**config.mk**
```make
export PLATFORM = sky130hd
export DESIGN_NAME = sta_output_requantizer
export DESIGN_NICKNAME = d
export VERILOG_FILES = /design/src/rtl/sta_output_requantizer.sv
export SDC_FILE = /design/constraint.sdc
export NUM_CORES = 2
export LEC_CHECK = 0
export ABC_CLOCK_PERIOD_IN_PS = 33700
export CORE_UTILIZATION = 55
export CTS_BUF_LIST = sky130_fd_sc_hd__clkbuf_4
export DETAILED_ROUTE_END_ITERATION = 10
export PLACE_DENSITY = 0.81
export SLEW_MARGIN = 10
export SYNTH_ARGS = -nofsm -noshare
export SYNTH_HDL_FRONTEND = slang
export SYNTH_SLANG_ARGS = --single-unit
export TNS_END_PERCENT = 5
```
**constraint.sdc**
```tcl
create_clock -name clk -period 33.7 [get_ports clk]
set_input_delay 5.055 -clock clk [delete_from_list [all_inputs] [get_ports clk]]
set_output_delay 5.055 -clock clk [all_outputs]
set_load 0.01 [all_outputs]
```
**src/rtl/sta_output_requantizer.sv**
```systemverilog
// sta_output_requantizer: snapshots the systolic array accumulators on start and streams
// int8 requantized results in row-major order over a valid/ready port.
//
// state    | meaning
// ST_IDLE  | waiting for start; capture happens on the start cycle
// ST_RUN   | walking idx 0..N*N-1, issuing unmasked elements into S1
// ST_DRAIN | waiting for S1 and the output register to empty, then pulse done
module sta_output_requantizer #(
  parameter int N     = 4,
  parameter int ACC_W = 32,
  parameter int OUT_W = 8
) (
  input  logic                 clk,
  input  logic                 reset_n,
  input  logic                 start,
  input  logic [N*ACC_W-1:0]   C0,
  input  logic [N*ACC_W-1:0]   C1,
  input  logic [N*ACC_W-1:0]   C2,
  input  logic [N*ACC_W-1:0]   C3,
  input  logic [N*N-1:0]       pe_mask,
  input  logic [31:0]          q_mult,
  input  logic [4:0]           q_shift,
  input  logic [OUT_W-1:0]     out_zp,
  input  logic [OUT_W-1:0]     act_min,
  input  logic [OUT_W-1:0]     act_max,
  output logic                 out_valid,
  input  logic                 out_ready,
  output logic [OUT_W-1:0]     out_data,
  output logic [$clog2(N)-1:0] out_row,
  output logic [$clog2(N)-1:0] out_col,
  output logic                 busy,
  output logic                 done
);

  localparam int IDX_W = $clog2(N*N);
  localparam int RC_W  = $clog2(N);
  localparam int PW    = ACC_W + 32;
  localparam int WW    = PW + 2;

  typedef enum logic [1:0] {ST_IDLE, ST_RUN, ST_DRAIN} state_t;

  state_t                  r_state, w_state_nxt;
  logic signed [ACC_W-1:0] r_acc [N*N];
  logic [N*N-1:0]          r_mask;
  logic signed [31:0]      r_q_mult;
  logic [4:0]              r_q_shift;
  logic signed [OUT_W-1:0] r_zp, r_act_min, r_act_max;
  logic [IDX_W-1:0]        r_idx;
  logic                    r_s1_valid;
  logic signed [PW-1:0]    r_s1_prod;
  logic [IDX_W-1:0]        r_s1_idx;
  logic                    r_out_valid;
  logic [OUT_W-1:0]        r_out_data;
  logic [IDX_W-1:0]        r_out_idx;

  logic                    w_stall, w_capture, w_step, w_last;
  logic signed [ACC_W-1:0] w_acc;
  logic [5:0]              w_shift;
  logic signed [WW-1:0]    w_prod_ext, w_half, w_sum, w_rnd, w_v, w_min, w_max;
  logic [OUT_W-1:0]        w_clamped;

  assign w_stall = r_out_valid && !out_ready;
  assign w_last  = (r_idx == IDX_W'(N*N-1));
  assign w_acc   = r_acc[r_idx];

  always_ff @(posedge clk or negedge reset_n) begin
    if (!reset_n) r_state <= ST_IDLE;
    else          r_state <= w_state_nxt;
  end

  always_comb begin
    w_state_nxt = r_state;
    w_capture   = 1'b0;
    w_step      = 1'b0;
    done        = 1'b0;
    case (r_state)
      ST_IDLE: if (start) begin
        w_capture   = 1'b1;
        w_state_nxt = ST_RUN;
      end
      ST_RUN: if (!w_stall) begin
        w_step = 1'b1;
        if (w_last) w_state_nxt = ST_DRAIN;
      end
      ST_DRAIN: if (!r_s1_valid && !r_out_valid) begin
        done        = 1'b1;
        w_state_nxt = ST_IDLE;
      end
      default: w_state_nxt = ST_IDLE;
    endcase
  end

  assign busy = (r_state != ST_IDLE);

  // Rounding shift is 31 + q_shift; adding half an LSB before the arithmetic
  // shift rounds ties toward +inf.
  assign w_shift    = 6'd31 + {1'b0, r_q_shift};
  assign w_prod_ext = WW'(r_s1_prod);
  assign w_half     = WW'(1) <<< (w_shift - 6'd1);
  assign w_sum      = w_prod_ext + w_half;
  assign w_rnd      = w_sum >>> w_shift;
  assign w_v        = w_rnd + WW'(r_zp);
  assign w_min      = WW'(r_act_min);
  assign w_max      = WW'(r_act_max);

  always_comb begin
    w_clamped = w_v[OUT_W-1:0];
    if (w_v < w_min)      w_clamped = r_act_min;
    else if (w_v > w_max) w_clamped = r_act_max;
  end

  always_ff @(posedge clk or negedge reset_n) begin
    if (!reset_n) begin
      for (int i = 0; i < N*N; i++) r_acc[i] <= '0;
      r_mask      <= '0;
      r_q_mult    <= '0;
      r_q_shift   <= '0;
      r_zp        <= '0;
      r_act_min   <= '0;
      r_act_max   <= '0;
      r_idx       <= '0;
      r_s1_valid  <= 1'b0;
      r_s1_prod   <= '0;
      r_s1_idx    <= '0;
      r_out_valid <= 1'b0;
      r_out_data  <= '0;
      r_out_idx   <= '0;
    end else begin
      if (w_capture) begin
        for (int c = 0; c < N; c++) begin
          r_acc[c]       <= C0[c*ACC_W +: ACC_W];
          r_acc[N+c]     <= C1[c*ACC_W +: ACC_W];
          r_acc[2*N+c]   <= C2[c*ACC_W +: ACC_W];
          r_acc[3*N+c]   <= C3[c*ACC_W +: ACC_W];
        end
        r_mask    <= pe_mask;
        r_q_mult  <= q_mult;
        r_q_shift <= q_shift;
        r_zp      <= out_zp;
        r_act_min <= act_min;
        r_act_max <= act_max;
        r_idx     <= '0;
      end else if (w_step) begin
        r_idx <= r_idx + IDX_W'(1);
      end
      // A stalled output freezes the whole pipe so nothing is dropped or repeated.
      if (!w_stall) begin
        r_s1_valid  <= w_step && r_mask[r_idx];
        r_s1_prod   <= PW'(w_acc) * PW'(r_q_mult);
        r_s1_idx    <= r_idx;
        r_out_valid <= r_s1_valid;
        if (r_s1_valid) begin
          r_out_data <= w_clamped;
          r_out_idx  <= r_s1_idx;
        end
      end
    end
  end

  assign out_valid = r_out_valid;
  assign out_data  = r_out_data;
  assign out_row   = r_out_idx[IDX_W-1 -: RC_W];
  assign out_col   = r_out_idx[RC_W-1:0];

endmodule

```
======== After elaboration in Yosys (flattened, before gate mapping) ========
Cells that the tools add are included.
word-level totals
  input port bits ......................... 593
  RAM bits ................................ 0
  ROM bits ................................ 0
  register bits after elaboration ......... 677
  logic and storage cells ................. 82
  memories ................................ 0
  output and inout port bits .............. 15
  latch bits .............................. 0
operators by class
  $mul .................................... 1
  reduce and logical (&&, ||, !) cells .... 11
  bitwise operators ....................... 2
  shift operators ......................... 2
  muxes and demuxes ....................... 20
  magnitude comparators ................... 4
  $add $sub $neg .......................... 5
  divide/modulo/power cells ............... 0
  equality and inequality tests ........... 7
operators with widths
  cell                                                                  number
  32-bit binary-select mux with 4-bit select                            1
  64-bit by 66-bit adder with 66-bit output                             1
  66-bit by 8-bit adder with 66-bit output                              1
  66-bit by 8-bit > comparator with 1-bit output                        1
  66-bit by 8-bit < comparator with 1-bit output                        1
  2-bit by 6-bit <<< shifter with 66-bit output, first input constant   1
  66-bit by 6-bit >>> shifter with 66-bit output                        1
  32-bit by 32-bit multiplier with 64-bit output                        1
  32-bit 2-to-1 mux                                                     2
  8-bit 2-to-1 mux                                                      2
  2-bit 2-to-1 mux                                                      4
  4-bit 2-to-1 mux                                                      2
  2-bit inequality test, second input constant                          4
  1-bit 2-to-1 mux                                                      7
  5-bit by 5-bit adder with 6-bit output, first input constant          1
  2-bit one-hot mux with 3 select lines                                 1
  6-bit by 1-bit subtractor with 6-bit output, second input constant    1
  5-bit greater-or-equal comparator, second input constant              1
  4-bit by 5-bit < comparator with 1-bit output, second input constant  1
  4-bit inverter with 5-bit output                                      1
  4-bit by 1-bit adder with 4-bit output, second input constant         1
  1-bit binary-select mux with 4-bit select                             1
  4-bit == test, second input constant                                  1
  4-bit AND reduction                                                   1
  other kinds (8)                                                       13

======== Longest topological paths before layout ========
  word-level depth ........................ 9
  mapped depth ............................ 58
  gate-level depth less buffers ........... 53

======== Least setup slack after synthesis ========
Ideal clock, no wire load.
  kind .................................... reg2reg
  start point ............................. reg r_q_shift[0]
  end point ............................... reg r_out_data[0], in the netlist out_data[0]
  stages on the path, launching flop included .. 56
  arrival ................................. 12111 ps
  data required time ...................... 33563 ps
  clock period less this slack ............ 12248 ps
  path buffers ............................ 8
  path slack .............................. 21452 ps
  setup time .............................. 137 ps
  cell sequence ........................... dfrtp_1 > clkbuf_1 > inv_1 > clkbuf_1 > buf_1 > clkbuf_1 > clkbuf_1 > ha_1 > xor2_1 > clkbuf_1 > clkbuf_1 > nor2_1 > nand2_1 > xnor2_1 > nor2_1 > and3_1 > ha_1 > fa_1 > [20 not listed] > o21ai_1 > o311ai_0 > a21oi_1 > o21ai_1 > a31oi_1 > xnor2_1 > ha_1 > a21o_1 > a21oi_1 > nor2b_1 > o211ai_1 > nand4b_1 > mux2i_1 > nand3_1 > o21ai_1 > mux2_2 > mux2i_1 > o21ai_0
on the way
  cells in the longest elaborated chain, start to end .. 9
  elaborated cells on any way between the ends .. 10
  classes of those cells .................. add/sub: 4; order compare: 2; shift: 2; mux: 2
RTL lines
  item                                              line  RTL
  start, declared                                   46    logic [4:0] r_q_shift;
  start signal, assigned                            138   r_q_shift <= q_shift;
  5-bit by 5-bit adder with 6-bit output *          97    assign w_shift = 6'd31 + {1'b0, r_q_shift};
  6-bit by 1-bit subtractor with 6-bit output       99    assign w_half = WW'(1) <<< (w_shift - 6'd1);
  2-bit by 6-bit <<< shifter with 66-bit output     99
  64-bit by 66-bit adder with 66-bit output         100   assign w_sum = w_prod_ext + w_half;
  66-bit by 6-bit >>> shifter with 66-bit output *  101   assign w_rnd = w_sum >>> w_shift;
  66-bit by 8-bit adder with 66-bit output *        102   assign w_v = w_rnd + WW'(r_zp);
  66-bit by 8-bit > comparator with 1-bit output    109   else if (w_v > w_max) w_clamped = r_act_max;
  8-bit 2-to-1 mux                                  109
  8-bit 2-to-1 mux *                                108   if (w_v < w_min) w_clamped = r_act_min;
  end signal, assigned                              153   r_out_data <= w_clamped;
  end, declared                                     53    logic [OUT_W-1:0] r_out_data;
Every way passes the cells marked *; elsewhere a longest branch is shown, timed or not.
A chain may end at the register's enable or synchronous reset.

======== Final worst setup path ========
  start point ............................. reg r_q_shift[0]
  end point ............................... reg r_out_data[7], in the netlist out_data[7]
Same word-level chain as after synthesis.

==> summary.txt <==
Critical path
  – Crit path kind: flop to flop
  – Largest stage delay on the critical path: 1.00 ns
  – Most used cell, CP: a21oi_1
  – Worst Setup Start Kind: flop
  – Max FO, Critical Path: 59
  – Critical path capture point type: flop
  – Crit-path slowest cell: o32ai_1
  – CP arrival: 16.99 ns
  – Req. time, crit path: 34.68 ns
  – Reg2reg setup slack: 17.70 ns

Timing
  – Worst rel slew slack: 5.23%
  – RSZ-0062 raised after global routing: false
  – Final Skew: 0.105 ns
  – Final setup vio count: 0
  – Slew Viols, Final: 0
  – Slew @ Worst Pin: 1.42 ns
  – Setup TNS: 0 ns
  – Fmax: 62.5 MHz
  – Final worst-path cycle share: 47.5%
  – Minimum clock period: 16.00 ns
  – Final hold violations: 0

Routing
  – Detailed-route via count: 66206
  – Drt via density: 6.19
  – Post-DRT Antenna Nets: 0
  – DRC viols: 0
  – Initial DRC Count: 6381
  – WL/cell: 26.8 µm
  – Final wirelength: 287000 µm
  – DR pass1 iterations: 9

Die
  – Core area: 146000 µm²
  – Die Y: 386 µm
  – Standard-cell rows: 140
  – Die width: 386 µm
  – Die area: 149000 µm²
  – Initial Util: 55.5%
  – IO Pins: 608

Global routing
  – First-pass GRT wire length: 429000 µm
  – Met3 usage: 10.2%
  – Initial antenna violation count: 77
  – Pin count of the biggest net entering global routing: 167
  – Met2 Use GR: 59.3%
  – Gr usage total: 38.9%
  – Vias in the first global route: 70082
  – Global-route layer with the greatest usage: met2
  – Met1 Use GR: 48.2%
  – Total grt overflow: 0

Final layout
  – Layout area overhead: 12.5%
  – Fin util: 62.5%
  – Non-filler instance count after layout: 10693
  – Layout cells sized above 1: 14.3%
  – Most frequent cells in the layout: inv_1 (1172), fa_1 (1084), nand2_1 (1043)
  – Commonest non-fill, non-tap cell in the layout: inv_1
  – Final nets: 10729

Clocking
  – Cts bufs inserted: 178
  – Sink Count: 677
  – Clock latency on the worst-skew pair: 1.22 ns
  – CTS Hold Buffers Added: 0
  – Setup bufs post-CTS: 0
  – CTS clock-pin slew for the worst setup and hold paths: 0.08 ns
  – Htree depth: 4
  – Clock Tree Buf Depth: 3
  – CTS tree: yes
  – Resize count post-CTS: 0
  – CTS root buffer: clkbuf_4

Hold path
  – Hold WC Path Type: flop to flop

Synthesis
  – Post-synth top area share: 26.8%
  – Mapped cell area: 80900 µm²
  – Yosys top cell by area: fa_1
  – Sequential area share after synthesis: 20.9%
  – Netlist cell types: 95
  – EDFF count, synth: 0
  – Avg Inst Size Synth: 9.94 µm²
  – Commonest register cell after synthesis: dfrtp_1
  – Asr flop ratio synth: 100%
  – Synth warn: 0
  – Syn Inst Count: 8137
  – Synth Register Bits: 677
  – Main area contributors after synthesis: fa_1 (27%), dfrtp_1 (21%), mux2_2 (8.4%)

Run status
  – Status: complete, no violations

Flow run
  – Max cap viols: 0

Placed design
  – Buffers on Ports: 607
  – Routability Congestion: 1.03
  – Placed cell count: 10336
  – Post-DP HPWL: 223000 µm
==> layer usage <==
| layer | vias up | share of wire, % |
|---|---|---|
| li1 | 27969 | - |
| met1 | 33332 | 37 |
| met2 | 3848 | 45 |
| met3 | 1009 | 10 |
| met4 | 48 | 8.0 |
| met5 | - | 0.10 |
==> final timing paths <==
kind,from,to,cells past startpoint
worst max register to register,r_q_shift[0],out_data[7],51
max in group asynchronous,reset_n,r_idx[1],4
worst min register to register,r_s1_idx[0],r_s1_idx[0],2
min in group asynchronous,reset_n,r_q_mult[18],1
worst max-delay path,r_q_shift[0],out_data[7],51
worst min-delay path,r_s1_idx[0],r_s1_idx[0],2
==> synth_stat cells, types with 20 or more instances <==
library cell	instances
inv_1	1176
fa_1	1084
nand2_1	1043
dfrtp_1	677
mux2_2	601
ha_1	453
clkbuf_1	392
and2_1	326
a21oi_1	324
nor2_1	292
o21ai_0	228
mux4_2	177
a21o_1	142
xnor2_1	113
nand4_1	76
nor3_1	71
nand3_1	68
and3_1	61
xor2_1	60
mux2i_1	59
nand2b_1	59
a211oi_1	55
o21a_1	51
a31oi_1	42
nor2b_1	35
o211ai_1	29
buf_1	25
o21bai_1	25
a211o_1	20
==> sequential cells by signal (all words and copies together), names as in the netlist, 5 cells and up <==
signal / count
r_acc: 512
r_act_max: 8
out_data: 8
r_zp: 8
r_act_min: 8
r_s1_prod: 64
r_q_mult: 32
r_q_shift: 5
r_mask: 16
==> critical path: cells and delay by family, from the launching register on <==
kind                       cells  cell delay (ns)
AOI/OAI and AO/OA             24             7.51
and+or+nand+nor               11             2.77
buffers and inverters          5             1.53
adders and majority gates      5             1.50
muxes                          4             1.02
xor gates and xnor gates       2             0.78
DFF                            1             0.58
==> cells by family (layout without fill, tap and decap cells) <==
| family | Yosys count | after routing | synth area share (%) |
|---|---|---|---|
| other cells | 1 | 73 | 0.00463 |
| simple gates | 2109 | 2109 | 12.1 |
| flops | 677 | 677 | 20.9 |
| compound gates | 1184 | 1184 | 9.67 |
| xor+xnor | 173 | 173 | 1.87 |
| fa+ha+maj | 1537 | 1537 | 33.8 |
| mux | 838 | 838 | 14.0 |
| buf+inv | 1618 | 2185 | 7.57 |
==> through the flow <==
step                      setup slack (ns)  hold slack, ns  area (µm²)
after global routing                 16.87           0.494       91000
after global placement               18.51           0.448       88600
after detailed placement             18.20           0.452       88600
final                                17.70           0.464       91000
after CTS                            18.15           0.467       90900
after floorplan                      21.45           0.435       80900
==> layout make-up <==
class,count,area [µm²]
Multi-Input combinational cell,5849,57900
Fill cell,11551,54700
Sequential cell,677,17000
Timing Repair Buffer,717,6920
Inverter,1176,4410
Tap cell,1917,2400
Clock buffer,247,1850
Clock inverter,45,365
Antenna cell,65,163
Power is not shown: default switching activity piles up to over one toggle a cycle in this logic, so the estimate is an artifact.
